==> src/rtl/uart_loader_pkg.sv <==
// Shared constants, state encodings and error-bit positions for the UART loader.
package uart_loader_pkg;

  localparam logic [7:0] SYNC = 8'hA5;
  localparam logic [7:0] ACK  = 8'h06;
  localparam logic [7:0] NAK  = 8'h15;

  // Positions inside the sticky err vector {overflow, timeout, framing}
  localparam int ERR_FRAMING  = 0;
  localparam int ERR_TIMEOUT  = 1;
  localparam int ERR_OVERFLOW = 2;

  typedef enum logic [2:0] {
    HUNT,
    LEN0,
    LEN1,
    PAYLOAD,
    WRITE,
    CHK,
    REPLY
  } FrameState;

  typedef enum logic [1:0] {
    RX_IDLE,
    RX_START,
    RX_DATA,
    RX_STOP
  } RxState;

endpackage

==> src/rtl/uart_loader_if.sv <==
// Memory write port driven by the loader: word address, word data, one-cycle strobe.
interface uart_loader_if #(
  parameter int ADDR_W = 23,
  parameter int DATA_W = 32
);
  logic [ADDR_W-1:0] addr;
  logic [DATA_W-1:0] data;
  logic              write;

  modport master (output addr, data, write);
  modport slave  (input  addr, data, write);
endinterface

==> src/rtl/uart_byte_rx.sv <==
// 8N1 byte receiver: synchronises rx, times the bits, checks the stop bit and
// pulses byteValid_o (or frameErr_o) on the cycle after the stop-bit sample.
module uart_byte_rx
  import uart_loader_pkg::*;
#(
  parameter int DIV = 434
) (
  input  logic       clk_i,
  input  logic       rstn_i,
  input  logic       rx_i,
  output logic       startDet_o,
  output logic       byteValid_o,
  output logic       frameErr_o,
  output logic [7:0] byteData_o
);
  localparam int CNT_W = $clog2(DIV);
  localparam logic [CNT_W-1:0] HALF = CNT_W'(DIV / 2 - 1);
  localparam logic [CNT_W-1:0] FULL = CNT_W'(DIV - 1);

  logic             rxMeta_q, rxSync_q, rxPrev_q;
  RxState           state_q, state_d;
  logic [CNT_W-1:0] cnt_q, cnt_d;
  logic [2:0]       bitIdx_q, bitIdx_d;
  logic [7:0]       shift_q, shift_d;
  logic             byteValid_q, byteValid_d;
  logic             frameErr_q, frameErr_d;
  logic             fall;

  assign fall        = rxPrev_q & ~rxSync_q;
  assign startDet_o  = (state_q == RX_IDLE) && fall;
  assign byteValid_o = byteValid_q;
  assign frameErr_o  = frameErr_q;
  assign byteData_o  = shift_q;

  // Two-flop synchroniser plus one history flop for falling-edge detection
  always_ff @(posedge clk_i) begin
    if (!rstn_i) begin
      rxMeta_q <= 1'b1;
      rxSync_q <= 1'b1;
      rxPrev_q <= 1'b1;
    end else begin
      rxMeta_q <= rx_i;
      rxSync_q <= rxMeta_q;
      rxPrev_q <= rxSync_q;
    end
  end

  // Receiver state and bit-timing registers
  always_ff @(posedge clk_i) begin
    if (!rstn_i) begin
      state_q     <= RX_IDLE;
      cnt_q       <= '0;
      bitIdx_q    <= '0;
      shift_q     <= '0;
      byteValid_q <= 1'b0;
      frameErr_q  <= 1'b0;
    end else begin
      state_q     <= state_d;
      cnt_q       <= cnt_d;
      bitIdx_q    <= bitIdx_d;
      shift_q     <= shift_d;
      byteValid_q <= byteValid_d;
      frameErr_q  <= frameErr_d;
    end
  end

  // Start re-check at half a bit, data every bit period LSB first, then stop check
  always_comb begin
    state_d     = state_q;
    cnt_d       = cnt_q + 1'b1;
    bitIdx_d    = bitIdx_q;
    shift_d     = shift_q;
    byteValid_d = 1'b0;
    frameErr_d  = 1'b0;
    case (state_q)
      RX_IDLE: begin
        cnt_d = '0;
        if (fall) state_d = RX_START;
      end
      RX_START: begin
        if (cnt_q == HALF) begin
          cnt_d    = '0;
          bitIdx_d = '0;
          state_d  = rxSync_q ? RX_IDLE : RX_DATA;
        end
      end
      RX_DATA: begin
        if (cnt_q == FULL) begin
          cnt_d    = '0;
          shift_d  = {rxSync_q, shift_q[7:1]};
          bitIdx_d = bitIdx_q + 1'b1;
          if (bitIdx_q == 3'd7) state_d = RX_STOP;
        end
      end
      RX_STOP: begin
        if (cnt_q == FULL) begin
          cnt_d   = '0;
          state_d = RX_IDLE;
          if (rxSync_q) byteValid_d = 1'b1;
          else          frameErr_d  = 1'b1;
        end
      end
      default: state_d = RX_IDLE;
    endcase
  end

endmodule

==> src/rtl/uart_loader.sv <==
// uart_loader: receives framed program images over 8N1, writes each word to
// memory with a one-cycle strobe and answers every frame with ACK or NAK.
module uart_loader
  import uart_loader_pkg::*;
#(
  parameter int CLK_HZ        = 50_000_000,
  parameter int BAUD          = 115200,
  parameter int ADDR_W        = 23,
  parameter int DATA_W        = 32,
  parameter int TIMEOUT_BYTES = 16
) (
  input  logic          clk_50mhz,
  input  logic          rstn,
  input  logic          enable,
  input  logic          rx,
  output logic          tx,
  uart_loader_if.master mem,
  output logic          busy,
  output logic [7:0]    xorc,
  output logic [2:0]    err
);
  localparam int DIV      = CLK_HZ / BAUD;
  localparam int BYTES    = DATA_W / 8;
  localparam int BIDX_W   = (BYTES > 1) ? $clog2(BYTES) : 1;
  localparam int CNT_W    = $clog2(DIV);
  localparam int TO_LIMIT = TIMEOUT_BYTES * 10 * DIV;
  localparam int TO_W     = $clog2(TO_LIMIT + 1);

  logic              rxStart, rxValid, rxErr;
  logic [7:0]        rxByte;
  FrameState         state_q, state_d;
  logic [ADDR_W-1:0] addr_q;
  logic [DATA_W-1:0] data_q;
  logic [15:0]       len_q, wordCnt_q;
  logic [BIDX_W-1:0] byteIdx_q;
  logic [7:0]        frameXor_q, xorc_q;
  logic [2:0]        err_q;
  logic              enablePrev_q;
  logic [TO_W-1:0]   toCnt_q;
  logic [9:0]        txShift_q;
  logic [CNT_W-1:0]  txCnt_q;
  logic [3:0]        txBitCnt_q;
  logic              txActive_q;
  logic              enableRise, inFrame, timeoutHit, lastByte, lastWord;
  logic              txDone, takePayload, loadReply, doWrite;

  uart_byte_rx #(.DIV(DIV)) u_rx (
    .clk_i       (clk_50mhz),
    .rstn_i      (rstn),
    .rx_i        (rx),
    .startDet_o  (rxStart),
    .byteValid_o (rxValid),
    .frameErr_o  (rxErr),
    .byteData_o  (rxByte)
  );

  assign enableRise = enable & ~enablePrev_q;
  assign inFrame    = (state_q != HUNT) && (state_q != REPLY);
  assign timeoutHit = inFrame && (toCnt_q == TO_W'(TO_LIMIT - 1));
  assign lastByte   = (byteIdx_q == BIDX_W'(BYTES - 1));
  assign lastWord   = (wordCnt_q == len_q - 16'd1);
  assign txDone     = txActive_q && (txCnt_q == CNT_W'(DIV - 1)) && (txBitCnt_q == 4'd9);
  assign doWrite    = (state_q == WRITE) && enable;

  assign mem.addr  = addr_q;
  assign mem.data  = data_q;
  assign mem.write = doWrite;
  assign tx        = txActive_q ? txShift_q[0] : 1'b1;
  assign busy      = (state_q != HUNT) || txActive_q;
  assign xorc      = xorc_q;
  assign err       = err_q;

  // Frame state register
  always_ff @(posedge clk_50mhz) begin
    if (!rstn) state_q <= HUNT;
    else       state_q <= state_d;
  end

  // Frame sequencing; disarm, framing errors and timeouts all fall back to HUNT
  always_comb begin
    state_d     = state_q;
    takePayload = 1'b0;
    loadReply   = 1'b0;
    if (!enable) begin
      state_d = HUNT;
    end else if (rxErr && (state_q != REPLY)) begin
      state_d = HUNT;
    end else if (timeoutHit) begin
      state_d = HUNT;
    end else begin
      case (state_q)
        HUNT:    if (rxValid && (rxByte == SYNC)) state_d = LEN0;
        LEN0:    if (rxValid) state_d = LEN1;
        LEN1:    if (rxValid) state_d = ({rxByte, len_q[7:0]} == 16'd0) ? CHK : PAYLOAD;
        PAYLOAD: begin
          if (rxValid) begin
            takePayload = 1'b1;
            if (lastByte) state_d = WRITE;
          end
        end
        WRITE:   state_d = lastWord ? CHK : PAYLOAD;
        CHK: begin
          if (rxValid) begin
            loadReply = 1'b1;
            state_d   = REPLY;
          end
        end
        REPLY:   if (txDone || !txActive_q) state_d = HUNT;
        default: state_d = HUNT;
      endcase
    end
  end

  // Word assembly, address/length tracking, checksums and sticky errors
  always_ff @(posedge clk_50mhz) begin
    if (!rstn) begin
      addr_q       <= '0;
      data_q       <= '0;
      len_q        <= '0;
      wordCnt_q    <= '0;
      byteIdx_q    <= '0;
      frameXor_q   <= '0;
      xorc_q       <= '0;
      err_q        <= '0;
      enablePrev_q <= 1'b0;
    end else begin
      enablePrev_q <= enable;
      if (state_q == HUNT) begin
        frameXor_q <= '0;
        wordCnt_q  <= '0;
        byteIdx_q  <= '0;
      end
      if ((state_q == LEN0) && rxValid) len_q[7:0]  <= rxByte;
      if ((state_q == LEN1) && rxValid) len_q[15:8] <= rxByte;
      if (takePayload) begin
        data_q[8*int'(byteIdx_q) +: 8] <= rxByte;
        byteIdx_q  <= lastByte ? '0 : byteIdx_q + 1'b1;
        frameXor_q <= frameXor_q ^ rxByte;
        xorc_q     <= xorc_q ^ rxByte;
      end
      if (doWrite) begin
        wordCnt_q <= wordCnt_q + 16'd1;
        addr_q    <= addr_q + 1'b1;
        if (&addr_q) err_q[ERR_OVERFLOW] <= 1'b1;
      end
      if (rxErr && enable) err_q[ERR_FRAMING] <= 1'b1;
      if (timeoutHit && enable) err_q[ERR_TIMEOUT] <= 1'b1;
      if (enableRise) begin
        addr_q <= '0;
        xorc_q <= '0;
        err_q  <= '0;
      end
    end
  end

  // Idle counter that restarts on every byte start while a frame is open
  always_ff @(posedge clk_50mhz) begin
    if (!rstn)                    toCnt_q <= '0;
    else if (!inFrame || rxStart) toCnt_q <= '0;
    else                          toCnt_q <= toCnt_q + 1'b1;
  end

  // Reply shifter: start bit, 8 data bits LSB first, stop bit; runs to completion once loaded
  always_ff @(posedge clk_50mhz) begin
    if (!rstn) begin
      txShift_q  <= '1;
      txCnt_q    <= '0;
      txBitCnt_q <= '0;
      txActive_q <= 1'b0;
    end else if (loadReply) begin
      txShift_q  <= {1'b1, (rxByte == frameXor_q) ? ACK : NAK, 1'b0};
      txCnt_q    <= '0;
      txBitCnt_q <= '0;
      txActive_q <= 1'b1;
    end else if (txActive_q) begin
      if (txCnt_q == CNT_W'(DIV - 1)) begin
        txCnt_q   <= '0;
        txShift_q <= {1'b1, txShift_q[9:1]};
        if (txBitCnt_q == 4'd9) txActive_q <= 1'b0;
        else                    txBitCnt_q <= txBitCnt_q + 4'd1;
      end else begin
        txCnt_q <= txCnt_q + 1'b1;
      end
    end
  end

endmodule

==> src/flat_wrapper.sv <==
// flat-port wrapper written by rule: the top's interface ports become plain ports
module uart_loader_flat import uart_loader_pkg::*;
#(
  parameter int CLK_HZ        = 50_000_000,
  parameter int BAUD          = 115200,
  parameter int ADDR_W        = 23,
  parameter int DATA_W        = 32,
  parameter int TIMEOUT_BYTES = 16
)
  (clk_50mhz, rstn, enable, rx, tx, busy, xorc, err, mem_addr, mem_data, mem_write);
  uart_loader_if #(.ADDR_W(ADDR_W), .DATA_W(DATA_W)) mem_i ();
  input  logic clk_50mhz;
  input  logic rstn;
  input  logic enable;
  input  logic rx;
  output logic tx;
  output logic busy;
  output logic [7:0] xorc;
  output logic [2:0] err;
  output wire logic [$bits(mem_i.addr)-1:0] mem_addr;
  output wire logic [$bits(mem_i.data)-1:0] mem_data;
  output wire logic [$bits(mem_i.write)-1:0] mem_write;
  assign mem_addr = mem_i.addr;
  assign mem_data = mem_i.data;
  assign mem_write = mem_i.write;
  uart_loader #(.CLK_HZ(CLK_HZ), .BAUD(BAUD), .ADDR_W(ADDR_W), .DATA_W(DATA_W), .TIMEOUT_BYTES(TIMEOUT_BYTES)) u_core (.clk_50mhz(clk_50mhz), .rstn(rstn), .enable(enable), .rx(rx), .tx(tx), .mem(mem_i), .busy(busy), .xorc(xorc), .err(err));
endmodule
==> config.mk <==
export PLATFORM = sky130hd
export DESIGN_NAME = uart_loader_flat
export DESIGN_NICKNAME = d
export VERILOG_FILES = /design/src/rtl/uart_loader_pkg.sv /design/src/rtl/uart_loader_if.sv /design/src/rtl/uart_byte_rx.sv /design/src/rtl/uart_loader.sv /design/src/flat_wrapper.sv
export SDC_FILE = /design/constraint.sdc
export NUM_CORES = 1
export LEC_CHECK = 0
export ABC_AREA = 0
export ABC_CLOCK_PERIOD_IN_PS = 4350
export BUFFER_PORTS_ARGS = -buffer_cell sky130_fd_sc_hd__buf_2
export CORE_UTILIZATION = 35
export CTS_CLUSTER_DIAMETER = 200
export DETAILED_ROUTE_END_ITERATION = 8
export PLACE_DENSITY_LB_ADDON = 0.2
export SETUP_SLACK_MARGIN = 0.15
export SLEW_MARGIN = 20
export SYNTH_ARGS = -nofsm -noshare
export SYNTH_HDL_FRONTEND = slang
export SYNTH_SLANG_ARGS = --single-unit
==> constraint.sdc <==
create_clock -name clk_50mhz -period 4.35 [get_ports clk_50mhz]
set_input_delay 0.2175 -clock clk_50mhz [delete_from_list [all_inputs] [get_ports clk_50mhz]]
set_output_delay 0.2175 -clock clk_50mhz [all_outputs]
set_load 0.01 [all_outputs]
; Word-level counts from Yosys, hierarchy flattened
; Index checks and enable logic that the tools add are counted.
[word_totals]
regBits = 179
wordCells = 171
inputBits = 4
[classes]
shifts = 2
muxes = 52
n_bitwise = 9
addsub = 10
reduce_logical = 39
n_eq_ne = 32
[ops]
columns = op, n
row1 = two-way mux 9 bit, 6
row2 = two-way mux 3 bit, 11
row3 = negation 5 -> 33 bit, 1
row4 = variable shift 8 x 33 -> 32 bit (first input constant), 1
row5 = variable part select 8 x 33 -> 32 bit, 1
row6 = bitwise mux 32 bit, 1
row7 = two-way mux 16 bit, 2
row8 = case mux 9 bit (3 select lines), 1
row9 = AND reduction 24 bit, 1
row10 = adder 23 x 1 -> 23 bit (second input constant), 1
row11 = case mux 3 bit (7 select lines), 1
row12 = adder 9 x 1 -> 9 bit (second input constant), 2
row13 = == test 9 bit (second input constant), 2
row14 = two-way mux 2 bit, 9
row15 = inequality test 2 bit (second input constant), 9
row16 = adder 17 x 1 -> 17 bit (second input constant), 1
row17 = == test 17 bit (second input constant), 1
row18 = adder 16 x 1 -> 16 bit (second input constant), 1
row19 = == test 16 bit, 1
row20 = logical NOT 16 bit, 1
row21 = two-way mux 1 bit, 16
row22 = two-way mux 8 bit, 2
row23 = subtractor 16 x 1 -> 16 bit (second input constant), 1
row24 = bitwise XOR 8 bit, 2
row25 = 32 further kinds, 69

; Logic depth before layout (Yosys ltp)
[depth]
depth_word = 8
mapped_depth = 10

; Cells and area by module
; A second synthesis with hierarchy kept.
[hier_totals]
hier_cells = 973
hier_area_um2 = 8390.5
[modules_own_cells]
columns = mod, cells_per_inst, area_each_um2, n_inst
row1 = uart_loader, 837, 7106.8, 1
row2 = uart_byte_rx, 136, 1283.7, 1

; Least setup slack after synthesis
; No wires, ideal clock.
[synth_path]
path_kind = flip-flop to flip-flop
start = register u_core.len_q[0]
end = register u_core.state_q[1]
stages_incl_launch_ff = 9
arrival_time_ps = 2237
setup_slack_ps = 1993
cell_sequence = dfxtp_1 inv_1 ha_1 or3b_4 nor4_4 mux2_1 nor3b_1 o2bb2ai_2 o31a_1
[synth_between]
elab_chain_cells = 4
[synth_lines]
columns = element, line
row1 = "start, declared", uart_loader.sv:34  ; logic [15:0] len_q, wordCnt_q;
row2 = "start signal, assigned", uart_loader.sv:133  ; if ((state_q == LEN0) && rxValid) len_q[7:0] <= rxByte;
row3 = subtractor 16 x 1 -> 16 bit / logical NOT 16 bit (equally long branches), "uart_loader.sv:61, uart_loader.sv:94"
row4 = == test 16 bit / two-way mux 3 bit (equally long branches), "uart_loader.sv:61, uart_loader.sv:94"
row5 = two-way mux 3 bit (on tied branches), "uart_loader.sv:101, uart_loader.sv:94"
row6 = case mux 3 bit (7 select lines) *, uart_loader.sv:91  ; case (state_q)
row7 = "end signal, assigned", uart_loader.sv:76  ; else state_q <= state_d;
row8 = "end, declared", uart_loader.sv:31  ; FrameState state_q, state_d;
; Mark *: on every way between the ends. The rest lies on a longest branch, timed or not. The select of a mux whose other input is x is not followed.
; A chain may end at the register's enable or synchronous reset.

; Worst setup path in the final report
[layout_path]
start = register u_core.state_q[2]
end = register u_core.data_q[24], in the netlist u_core.mem.data[24]
[layout_between]
elab_chain_cells = 6
[layout_lines]
columns = element, line
row1 = inequality test 3 bit / nonzero test 3 bit (equally long branches), "uart_loader.sv:58, uart_loader.sv:86"
row2 = logical AND 1 bit, uart_loader.sv:58  ; assign inFrame = (state_q != HUNT) && (state_q != REPLY);
row3 = logical AND 1 bit, uart_loader.sv:59  ; assign timeoutHit = inFrame && (toCnt_q == TO_W'(TO_LIMIT - 1));
row4 = two-way mux 1 bit, uart_loader.sv:88  ; end else if (timeoutHit) begin
row5 = two-way mux 1 bit *, uart_loader.sv:86  ; end else if (rxErr && (state_q != REPLY)) begin
row6 = two-way mux 1 bit *, uart_loader.sv:84  ; if (!enable) begin
row7 = "end signal, assigned by index", uart_loader.sv:136  ; data_q[8*int'(byteIdx_q) +: 8] <= rxByte;
row8 = "end, declared", uart_loader.sv:33  ; logic [DATA_W-1:0] data_q;
; Mark *: on every way between the ends. The rest lies on a longest branch, timed or not.

==> results_dict.tcl <==
set metrics [dict create \
    ctsLongestPathBuffers 2 \
    final.setup.tns_ps 0 \
    status "complete, no violations" \
    cts_setup_buffers 0 \
    syn-cell-area_sq_mm 0.00860 \
    gp_congestion 0.775 \
    maxCapViolations 0 \
    max_slew_margin 0.324 \
    io_buffers 72 \
    fin_area_sq_mm 0.00972 \
    timing.fmax_ghz 0.378 \
    multi_input_area_sq_mm 0.00466 \
    ys_async_sr_fraction 0 \
    path_max_fanout 24 \
    rsz0062_at_grt "false" \
    root_buffer "clkbuf_16" \
    worstPathArrival_ps 3010 \
    initial_core_util 0.362 \
    syn_area_per_cell_sq_um 8.61 \
    yosysWarnings 0 \
    antenna_found_initial 0 \
    num_antenna_cells 0 \
    crit_buf_inv 0 \
    place_ws_ps 1700 \
    reg2reg_slack_ps 1700 \
    synth.area.top_cells "dfxtp_1 42%, nand2_1 5.9%, xor2_1 4.0%, nor2_1 3.8%, xnor2_1 3.5%" \
    finalSetupViolations 0 \
    ant_nets 0 \
    cp-end-kind "flop" \
    layout_common_cells "179 x dfxtp_1, 134 x nand2_1, 86 x nor2_1" \
    leakage_nw 3.53 \
    clock-sinks 179 \
    grt_pass1_wl_um 32300 \
    seq_area_sq_mm 0.00358 \
    ys.flop_type "dfxtp_1" \
    slowest_delay_ps 620 \
    critPathSlowestCell "dfxtp_1" \
    fill_cells 2381 \
    routedWlPerCell_um 14.0 \
    drc 0 \
    synth.distinct_cells 79 \
    drt_wl_total_um 19100 \
    drive_gt1_frac 0.139 \
    synth_top_area_share 0.417 \
    grt_max_degree 81 \
    final_common_cell "dfxtp_1" \
    hp-class "in2reg" \
    fin_crit_sh 0.608 \
    hold_violations 0 \
    overflow 0 \
    seq_area_frac_synth 0.417 \
    insertion_delay_ps 430 \
    drt-initial-drc-count 372 \
    tritoncts "built" \
    synth_top_cell_by_area "dfxtp_1" \
    grt_util_all_layers 0.155 \
    ir_worst_vdd_v 0.000206 \
    fin_skew_ps 11.8 \
    ys_ff_latch 179 \
    cts_resized 0 \
    coreArea_sq_mm 0.0238 \
    cts_made_buffers 17 \
    cts_htree_levels 4 \
    path_class "reg2reg" \
    grt_pass1_vias 6221 \
    min_period_ps 2650 \
    synth_fp_nets 1021 \
    power.density_mw_per_mm2 334 \
    layout.nets 1059 \
    hpwl_um 12700 \
    die_w_um 159 \
    die-area_sq_mm 0.0252 \
    clk_pin_slew_ps 70 \
    worst_slack_ps 1700 \
    slew_viol_final 0 \
    io-pin-count 73 \
    worst_slew_pin_slew_ps 1010 \
    start_kind "flop" \
    syn2layout_area_growth_pct 13.1 \
    cp_top_family "compound AO/OA/AOI/OAI gates" \
    drt_first_pass_iters 5 \
    dpl_cell_area_sq_mm 0.00913 \
    vias 6747 \
    crit_chain "and2b_1 > o311ai_4 > o21a_2 > and2_1 > nand3_1 > a21boi_1" \
    core.rowCount 56 \
    synth_edf_count 0 \
    die_height_um 159 \
    vias_per_cell 4.93 \
    cp.required_ps 4720 \
    synthCells 998 \
]
==> path summary, 6_finish.rpt <==
path	depth (start not counted)	end	startpoint
setup / recovery	6	u_core.mem.data[24]$_SDFFE_PN0P_	u_core.state_q[2]$_SDFFE_PP0P_
hold / removal	2	u_core.enablePrev_q$_SDFF_PN0_	enable
setup reg to reg	6	u_core.mem.data[24]$_SDFFE_PN0P_	u_core.state_q[2]$_SDFFE_PP0P_
hold reg to reg	1	u_core.u_rx.rxSync_q$_SDFF_PN1_	u_core.u_rx.rxMeta_q$_SDFF_PN1_
==> power by group <==
group	internal, mW	switching [mW]
logic	0.0119	0.0349
registers	1.64	0.00228
clock network	0.874	0.687
total	2.53	0.724
==> sequential cells by signal, indices dropped and copies added (netlist names), 8 cells and up, named ones only <==
name,cells
u_core.mem.data,32
u_core.mem.addr,23
u_core.toCnt_q,17
u_core.len_q,16
u_core.wordCnt_q,16
u_core.txCnt_q,9
u_core.txShift_q,9
u_core.u_rx.cnt_q,9
u_core.frameXor_q,8
u_core.u_rx.byteData_o,8
u_core.xorc,8
==> what timing repair did <==
item,CTS,global route
hold endpoints to repair,1,0
hold buffers,1,0
setup endpoints to repair,0,0
==> area by class of cell <==
cell class,instances,area share
repair buffers,75,0.0399
clock buffers,19,0.0455
clock inverters,13,0.0151
multi-input cells,736,0.480
flip-flops and latches,179,0.369
well taps,319,0.0410
inverters,27,0.0104
==> synth_stat cells, drive strengths merged, types with 3 or more instances <==
master	n
a311oi	3
a211o	3
or3	19
nor4	14
nand4	37
clkbuf	40
and3	14
xnor2	34
mux2i	17
dfxtp	179
nor3	22
mux2	5
nand2	134
nor2	93
o211ai	13
nand2b	11
nand3b	3
inv	27
nor2b	32
o21ai	59
xor2	39
nand4b	4
a21oi	20
and4	4
nand3	36
or2	4
a21boi	22
o21a	6
ha	19
a211oi	3
a22oi	3
o31ai	5
and2	16
nor3b	7
o22ai	8
buf	16
==> worst register-to-register path, stage by stage, from the launching register on <==
cell and delay, ps:
dfxtp_1 620, and2b_1 280, o311ai_4 360, o21a_2 520, and2_1 500, nand3_1 130
a21boi_1 170
==> logic make-up after synthesis <==
| family | after synthesis | synth area share |
|---|---|---|
| buf+inv | 83 | 0.0418 |
| mux | 22 | 0.0263 |
| flops | 179 | 0.417 |
| simple gates | 459 | 0.283 |
| compound gates | 163 | 0.130 |
| xor+xnor | 73 | 0.0744 |
| fa+ha+maj | 19 | 0.0277 |
==> metrics by stage <==
stage               utilization  std cells  power (mW)  hold slack, ps
floorplan                     -        998        1.72             319
detailed placement        0.384       1335        1.73             392
global placement          0.384       1335        1.73             389
CTS                       0.409       1368        3.29             100
global route              0.409       1368        3.35             126
finish                    0.409       1368        3.25             115
==> per-layer routing <==
layer,vias up,GRT usage,part of all wire
met5,-,0,0
met4,0,0.0499,0.011
met3,15,0.0277,0.037
met2,83,0.237,0.44
met1,3131,0.218,0.51
li1,3518,-,-
No activity file was read; power rests on OpenSTA's default activity.
